**config.mk**
```make
export PLATFORM = sky130hd
export DESIGN_NAME = i2c_temp_target
export DESIGN_NICKNAME = d
export VERILOG_FILES = /design/src/rtl/i2c_target_pkg.sv /design/src/rtl/i2c_in_filter.sv /design/src/rtl/i2c_temp_target.sv
export SDC_FILE = /design/constraint.sdc
export NUM_CORES = 1
export LEC_CHECK = 0
export CAP_MARGIN = 20
export CORE_UTILIZATION = 45
export CTS_BUF_LIST = sky130_fd_sc_hd__clkbuf_8
export DETAILED_ROUTE_END_ITERATION = 8
export GPL_TIMING_DRIVEN = 1
export SLEW_MARGIN = 10
export SYNTH_ARGS = -nofsm -noshare
export SYNTH_HDL_FRONTEND = slang
export SYNTH_SLANG_ARGS = --single-unit
```
**constraint.sdc**
```tcl
create_clock -name clk -period 3.31 [get_ports clk]
set_input_delay 0.662 -clock clk [delete_from_list [all_inputs] [get_ports clk]]
set_output_delay 0.662 -clock clk [all_outputs]
set_load 0.05 [all_outputs]
```
**src/rtl/i2c_target_pkg.sv**
```systemverilog
// Shared types and constants for the ADT7420-style I2C target: FSM states,
// register addresses and the register read mux.
package i2c_target_pkg;

  typedef enum logic [2:0] {
    ST_IDLE     = 3'd0,
    ST_ADDR     = 3'd1,
    ST_ADDR_ACK = 3'd2,
    ST_WR_BYTE  = 3'd3,
    ST_WR_ACK   = 3'd4,
    ST_RD_BYTE  = 3'd5,
    ST_RD_ACK   = 3'd6
  } state_t;

  localparam logic [7:0] REG_TEMP_MSB = 8'h00;
  localparam logic [7:0] REG_TEMP_LSB = 8'h01;
  localparam logic [7:0] REG_STATUS   = 8'h02;
  localparam logic [7:0] REG_CONFIG   = 8'h03;
  localparam logic [7:0] REG_ID       = 8'h0B;
  localparam logic [7:0] CONFIG_RESET = 8'h00;

  function automatic logic [7:0] reg_read(input logic [7:0] addr,
                                          input logic [7:0] msb,
                                          input logic [7:0] lsb,
                                          input logic       valid,
                                          input logic [7:0] cfg,
                                          input logic [7:0] id);
    logic [7:0] val;
    case (addr)
      REG_TEMP_MSB: val = msb;
      REG_TEMP_LSB: val = lsb;
      REG_STATUS:   val = {~valid, 7'b0000000};
      REG_CONFIG:   val = cfg;
      REG_ID:       val = id;
      default:      val = 8'h00;
    endcase
    return val;
  endfunction

endpackage

```
**src/rtl/i2c_in_filter.sv**
```systemverilog
// Two-flop synchronizer, FILT_LEN-sample majority-free glitch filter and
// edge detector for one open-drain bus line. Output and pulses are coincident.
module i2c_in_filter #(
  parameter int FILT_LEN = 3
) (
  input  logic clk,
  input  logic rst,
  input  logic din,
  output logic dout,
  output logic rise,
  output logic fall
);

  logic                sync1;
  logic                sync2;
  logic [FILT_LEN-2:0] hist;
  logic [FILT_LEN-1:0] samples;
  logic                all_hi;
  logic                all_lo;

  // The newest synchronized sample counts toward the window, giving 2+FILT_LEN latency
  always_comb begin
    samples = {hist, sync2};
    all_hi  = &samples;
    all_lo  = ~(|samples);
  end

  // Synchronizer, sample history and filtered level with edge pulses
  always_ff @(posedge clk) begin
    if (rst) begin
      sync1 <= 1'b1;
      sync2 <= 1'b1;
      hist  <= {(FILT_LEN-1){1'b1}};
      dout  <= 1'b1;
      rise  <= 1'b0;
      fall  <= 1'b0;
    end else begin
      sync1 <= din;
      sync2 <= sync1;
      hist  <= samples[FILT_LEN-2:0];
      rise  <= 1'b0;
      fall  <= 1'b0;
      if (all_hi && !dout) begin
        dout <= 1'b1;
        rise <= 1'b1;
      end else if (all_lo && dout) begin
        dout <= 1'b0;
        fall <= 1'b1;
      end
    end
  end

endmodule

```
**src/rtl/i2c_temp_target.sv**
```systemverilog
// I2C target emulating an ADT7420 temperature sensor: auto-incrementing
// register pointer, coherent temperature snapshot per read, writable CONFIG.
module i2c_temp_target
  import i2c_target_pkg::*;
#(
  parameter logic [6:0] DEV_ADDR = 7'h4B,
  parameter int         FILT_LEN = 3,
  parameter logic [7:0] ID_VALUE = 8'hCB
) (
  input  logic        clk,
  input  logic        rst,
  input  logic        scl_i,
  input  logic        sda_i,
  output logic        sda_oe_o,
  input  logic [15:0] temp_i,
  input  logic        temp_valid_i,
  output logic [7:0]  config_o,
  output logic        busy_o
);

  logic scl_f, scl_rise, scl_fall;
  logic sda_f, sda_rise, sda_fall;
  logic start_det, stop_det;

  i2c_in_filter #(.FILT_LEN(FILT_LEN)) u_scl_filt (
    .clk(clk), .rst(rst), .din(scl_i), .dout(scl_f), .rise(scl_rise), .fall(scl_fall)
  );
  i2c_in_filter #(.FILT_LEN(FILT_LEN)) u_sda_filt (
    .clk(clk), .rst(rst), .din(sda_i), .dout(sda_f), .rise(sda_rise), .fall(sda_fall)
  );

  state_t     state, state_n;
  logic [3:0] bit_cnt, bit_cnt_n;
  logic [7:0] shift, shift_n, shift_in;
  logic [7:0] rd_shift, rd_shift_n, rd_live;
  logic [7:0] ptr, ptr_n;
  logic [7:0] cfg, cfg_n;
  logic [7:0] shd_msb, shd_msb_n, shd_lsb, shd_lsb_n;
  logic       shd_valid, shd_valid_n;
  logic       sda_oe, sda_oe_n;
  logic       busy, busy_n;
  logic       rw, rw_n;
  logic       first, first_n;
  logic       ack_on, ack_on_n;

  // Next-state and datapath update; START/STOP override any bit activity
  always_comb begin
    state_n     = state;
    bit_cnt_n   = bit_cnt;
    shift_n     = shift;
    rd_shift_n  = rd_shift;
    ptr_n       = ptr;
    cfg_n       = cfg;
    shd_msb_n   = shd_msb;
    shd_lsb_n   = shd_lsb;
    shd_valid_n = shd_valid;
    sda_oe_n    = sda_oe;
    busy_n      = busy;
    rw_n        = rw;
    first_n     = first;
    ack_on_n    = ack_on;
    start_det   = sda_fall & scl_f;
    stop_det    = sda_rise & scl_f;
    shift_in    = {shift[6:0], sda_f};
    rd_live     = reg_read(ptr, temp_i[15:8], temp_i[7:0], temp_valid_i, cfg, ID_VALUE);

    if (start_det) begin
      state_n   = ST_ADDR;
      bit_cnt_n = 4'd0;
      sda_oe_n  = 1'b0;
    end else if (stop_det) begin
      state_n  = ST_IDLE;
      sda_oe_n = 1'b0;
      busy_n   = 1'b0;
    end else begin
      case (state)
        ST_IDLE: begin
          state_n = ST_IDLE;
        end
        ST_ADDR: begin
          if (scl_rise) begin
            shift_n   = shift_in;
            bit_cnt_n = bit_cnt + 4'd1;
            if (bit_cnt == 4'd7) begin
              if (shift_in[7:1] == DEV_ADDR) begin
                state_n  = ST_ADDR_ACK;
                rw_n     = shift_in[0];
                ack_on_n = 1'b0;
              end else begin
                state_n = ST_IDLE;
                busy_n  = 1'b0;
              end
            end else begin
              state_n = ST_ADDR;
            end
          end else begin
            state_n = ST_ADDR;
          end
        end
        ST_ADDR_ACK: begin
          busy_n = busy | ack_on;
          if (scl_fall) begin
            if (!ack_on) begin
              sda_oe_n = 1'b0 | 1'b1;
              ack_on_n = 1'b1;
            end else if (rw) begin
              // Snapshot and first read byte come from the same live sample
              shd_msb_n   = temp_i[15:8];
              shd_lsb_n   = temp_i[7:0];
              shd_valid_n = temp_valid_i;
              rd_shift_n  = rd_live;
              sda_oe_n    = ~rd_live[7];
              bit_cnt_n   = 4'd0;
              state_n     = ST_RD_BYTE;
            end else begin
              sda_oe_n  = 1'b0;
              bit_cnt_n = 4'd0;
              first_n   = 1'b1;
              state_n   = ST_WR_BYTE;
            end
          end else begin
            state_n = ST_ADDR_ACK;
          end
        end
        ST_WR_BYTE: begin
          if (scl_rise) begin
            shift_n   = shift_in;
            bit_cnt_n = bit_cnt + 4'd1;
            if (bit_cnt == 4'd7) begin
              state_n  = ST_WR_ACK;
              ack_on_n = 1'b0;
              first_n  = 1'b0;
              if (first) begin
                ptr_n = shift_in;
              end else begin
                cfg_n = (ptr == REG_CONFIG) ? shift_in : cfg;
                ptr_n = ptr + 8'd1;
              end
            end else begin
              state_n = ST_WR_BYTE;
            end
          end else begin
            state_n = ST_WR_BYTE;
          end
        end
        ST_WR_ACK: begin
          if (scl_fall) begin
            if (!ack_on) begin
              sda_oe_n = 1'b1;
              ack_on_n = 1'b1;
            end else begin
              sda_oe_n  = 1'b0;
              bit_cnt_n = 4'd0;
              state_n   = ST_WR_BYTE;
            end
          end else begin
            state_n = ST_WR_ACK;
          end
        end
        ST_RD_BYTE: begin
          if (scl_fall) begin
            bit_cnt_n = bit_cnt + 4'd1;
            if (bit_cnt == 4'd7) begin
              ptr_n    = ptr + 8'd1;
              sda_oe_n = 1'b0;
              ack_on_n = 1'b0;
              state_n  = ST_RD_ACK;
            end else begin
              rd_shift_n = {rd_shift[6:0], 1'b0};
              sda_oe_n   = ~rd_shift[6];
            end
          end else begin
            state_n = ST_RD_BYTE;
          end
        end
        ST_RD_ACK: begin
          // Master ACK reloads now; the first bit goes out on the next SCL fall
          if (scl_rise && !ack_on) begin
            if (!sda_f) begin
              ack_on_n   = 1'b1;
              rd_shift_n = reg_read(ptr, shd_msb, shd_lsb, shd_valid, cfg, ID_VALUE);
            end else begin
              state_n = ST_IDLE;
            end
          end else if (scl_fall && ack_on) begin
            sda_oe_n  = ~rd_shift[7];
            bit_cnt_n = 4'd0;
            state_n   = ST_RD_BYTE;
          end else begin
            state_n = ST_RD_ACK;
          end
        end
        default: begin
          state_n  = ST_IDLE;
          sda_oe_n = 1'b0;
        end
      endcase
    end
  end

  // State and datapath registers
  always_ff @(posedge clk) begin
    if (rst) begin
      state     <= ST_IDLE;
      bit_cnt   <= 4'd0;
      shift     <= 8'h00;
      rd_shift  <= 8'h00;
      ptr       <= 8'h00;
      cfg       <= CONFIG_RESET;
      shd_msb   <= 8'h00;
      shd_lsb   <= 8'h00;
      shd_valid <= 1'b0;
      sda_oe    <= 1'b0;
      busy      <= 1'b0;
      rw        <= 1'b0;
      first     <= 1'b0;
      ack_on    <= 1'b0;
    end else begin
      state     <= state_n;
      bit_cnt   <= bit_cnt_n;
      shift     <= shift_n;
      rd_shift  <= rd_shift_n;
      ptr       <= ptr_n;
      cfg       <= cfg_n;
      shd_msb   <= shd_msb_n;
      shd_lsb   <= shd_lsb_n;
      shd_valid <= shd_valid_n;
      sda_oe    <= sda_oe_n;
      busy      <= busy_n;
      rw        <= rw_n;
      first     <= first_n;
      ack_on    <= ack_on_n;
    end
  end

  assign sda_oe_o = sda_oe;
  assign config_o = cfg;
  assign busy_o   = busy;

endmodule
```
==> out/metrics.yaml <==
power_and_ir_drop:
  ir_drop_v: 0.000190
  switching_share_pct: 22.8
  internal_power_mw: 1.32
  sequentialPowerShare_pct: 52.3
  switching_power_uw: 390
  fin_total_pwr_mw: 1.71
  powerDensity_nw_per_um2: 381
  clkPwrFrac_pct: 44.1
  leakagePower_nw: 1.45
  combPwrFrac_pct: 3.6
sta:
  hold_violations: 0
  worst_pin_slew_ns: 0.801
  fmax_mhz: 404
  tns_ns: 0
  rsz0062_at_grt: "false"
  setup_viol: 0
  fin_crit_ns: 2.48
  layout_worst_path_cycle_share_pct: 74.8
  clock_skew_ns: 0.0127
  maxSlewViolCount: 0
  max_slew_margin_pct: 46.5
  whs_ns: 0.414
worst_setup_path:
  cp_data_arrival_time_ns: 2.74
  reg2reg_slack_ns: 0.83
  cp_cell_sequence: "inv_1, ha_1, nor3_1, a21oi_1, a32oi_1, a311oi_1"
  crit_required_ns: 3.57
  ff2ff_path_depth: 6
  worst-setup-path-type: "flip-flop to flip-flop"
  r2r_end: "rd_shift[1]$_SDFFE_PP0P_"
  cp-startpoint: "ptr[0]$_SDFFE_PP0P_"
  crit_family: "compound AO/OA/AOI/OAI gates"
  crit_fanout: 17
  cp-endpoint: "rd_shift[1]$_SDFFE_PP0P_"
  crit_buf_inv: 1
  crit_slowest_cell: "a21oi_1"
  max_stage_delay_ns: 0.61
  rr_startpoint: "ptr[0]$_SDFFE_PP0P_"
  crit_path_end_kind: "flip-flop"
  cp.depth: 6
  critPathLaunchType: "flip-flop"
clock_network:
  cts_root_buffer: "clkbuf_8"
  cts_max_level: 3
  cts_setup_buffers: 0
  cts_buffer_depth: 2
  clk_latency_ns: 0.36
  numClockSinks: 74
  cts_resized: 0
  cts_hold_buf: 0
  cts-buffers-inserted: 9
  cts_tree: "built"
  path_clk_slew_ns: 0.09
logic_synthesis:
  synthFlopType: "dfxtp_1"
  synth_seq_cells: 74
  synth_nets: 491
  yosysTopAreaCell: "dfxtp_1"
  avgSynthCellArea_um2: 8.60
  synth_seq_area_share_pct: 37.0
  ys_warn_count: 0
  synth_cell_types: 64
  synth_edf_count: 0
  async_flop_share_pct: 0
  ys_top_cells_by_area: "dfxtp_1 37%, mux2i_1 9.3%, nor2_1 5.5%, o21ai_0 4.0%, a21oi_1 3.4%"
  yosysTopAreaCellShare_pct: 37.0
  netlist_instances: 465
  syn_area_um2: 4000
grt:
  grt_pass1_wl_mm: 16.0
  grt_max_degree: 41
  grtUsageMet3_pct: 4.66
  grt_use_total_pct: 23.1
  grt_busiest_layer: "met2"
  gr-total-overflow: 0
  grt_pass1_vias: 3105
  grtUsageMet1_pct: 32.0
  antenna_found_initial: 0
  gr-usage-met2_pct: 34.9
routing:
  remaining_drc_errors: 0
  drt_pass1_iterations: 7
  drt_wl_total_mm: 10.1
  wire_per_inst_um: 17.3
  viasPerCell: 6.07
  vias: 3556
  drt-initial-drc-count: 301
  drtAntennaViolNets: 0
placed_design:
  gp_congestion: 0.846
  portBuffers: 30
  place_area_um2: 4280
  dp_hpwl_mm: 6.98
floorplanning:
  die_width_um: 96.3
  die-area_um2: 9270
  die_h_um: 96.3
  core_region_area_um2: 8680
  placementRows: 34
  start_util_pct: 46.1
  ios: 31
hold_path:
  worstHoldPathCells: 1
  min_path_type: "flip-flop to flip-flop"
finish:
  final_cell_area_um2: 4490
  syn_to_final_growth_pct: 12.2
  antenna_cells: 0
  final_nets: 499
  most-common-layout-cells: "74 x dfxtp_1, 59 x nor2_1, 37 x mux2i_1, 32 x o21ai_0, 29 x clkdlybuf4s50_1"
  final_common_cell: "dfxtp_1"
  drive_above_1_share_pct: 8.37
  fillers: 836
run_status:
  status: "finished, final reports clean"
run:
  max-cap-violations: 0
==> synth_stat cells (5+ instances only) <==
library cell / instances
a21oi_1: 27
buf_2: 12
a22oi_1: 12
nand3_1: 17
a32oi_1: 6
or2_2: 8
clkbuf_1: 20
inv_1: 6
mux2i_1: 37
o21a_1: 6
nor3_1: 9
dfxtp_1: 74
ha_1: 5
nor2_1: 59
nand2_1: 15
nand2b_1: 8
and3_1: 6
o21ai_0: 32
a222oi_1: 7
a311oi_1: 7
a31oi_1: 8
nor2b_1: 6
==> logic make-up after synthesis <==
logic type               share of synthesized area, %
AO/OA/AOI/OAI                                    22.8
XOR/XNOR                                        0.219
adder cells (fa/ha/maj)                          1.56
buffers and inverters                            5.25
flip-flops                                       37.0
multiplexers                                     9.26
AND/OR/NAND/NOR                                  23.8
==> metal layers <==
layer	part of all wire, %	vias to the layer above	wire [um]
li1	-	1750	-
met1	48	1680	4810
met2	46	108	4660
met3	4.6	18	470
met4	1.8	0	182
met5	0	-	0
==> power groups by stage <==
stage	Clock (mW)	Combinational [mW]	Sequential, mW
6_report	0.754	0.0608	0.895
4_1_cts	0.769	0.0612	0.895
2_1_floorplan	0	0.0268	0.915
3_3_place_gp	0	0.0608	0.916
5_1_grt	0.813	0.0662	0.895
3_5_place_dp	0	0.0611	0.916
==> worst min-delay path by stage <==
stage | from | to | slack, ns
after floorplan | u_scl_filt.sync1$_SDFF_PP1_ | u_scl_filt.sync2$_SDFF_PP1_ | 0.39
after global placement | u_sda_filt.sync1$_SDFF_PP1_ | u_sda_filt.sync2$_SDFF_PP1_ | 0.40
after detailed placement | u_scl_filt.sync1$_SDFF_PP1_ | u_scl_filt.sync2$_SDFF_PP1_ | 0.40
after CTS | u_sda_filt.sync1$_SDFF_PP1_ | u_sda_filt.sync2$_SDFF_PP1_ | 0.42
after global routing | u_sda_filt.sync1$_SDFF_PP1_ | u_sda_filt.sync2$_SDFF_PP1_ | 0.43
final | u_sda_filt.sync1$_SDFF_PP1_ | u_sda_filt.sync2$_SDFF_PP1_ | 0.41
==> final cells by class <==
cell class / instances / area [um2] / area share [%]
clock buffers: 11 / 151 / 3.37
flip-flops and latches: 74 / 1480 / 33.0
multi-input cells: 348 / 2310 / 51.5
repair buffers: 34 / 325 / 7.25
well taps: 108 / 135 / 3.01
clock inverters: 5 / 60.1 / 1.34
inverters: 6 / 22.5 / 0.502
==> registers in the layout (all words and copies together) (netlist names), 2 cells and up <==
| register | count |
|---|---|
| u_sda_filt.hist | 2 |
| shd_lsb | 8 |
| config_o | 8 |
| shd_msb | 8 |
| bit_cnt | 4 |
| ptr | 8 |
| state | 3 |
| shift | 7 |
| rd_shift | 8 |
| u_scl_filt.hist | 2 |
==> through the flow <==
step | std cells | util [%] | setup slack, ns
after floorplan | 465 | - | 1.40
after CTS | 586 | 51.7 | 0.858
after detailed placement | 570 | 49.3 | 0.874
after global routing | 586 | 51.7 | 0.674
final | 586 | 51.7 | 0.833
after global placement | 570 | 49.3 | 0.910
(Power assumes the default switching activity.)
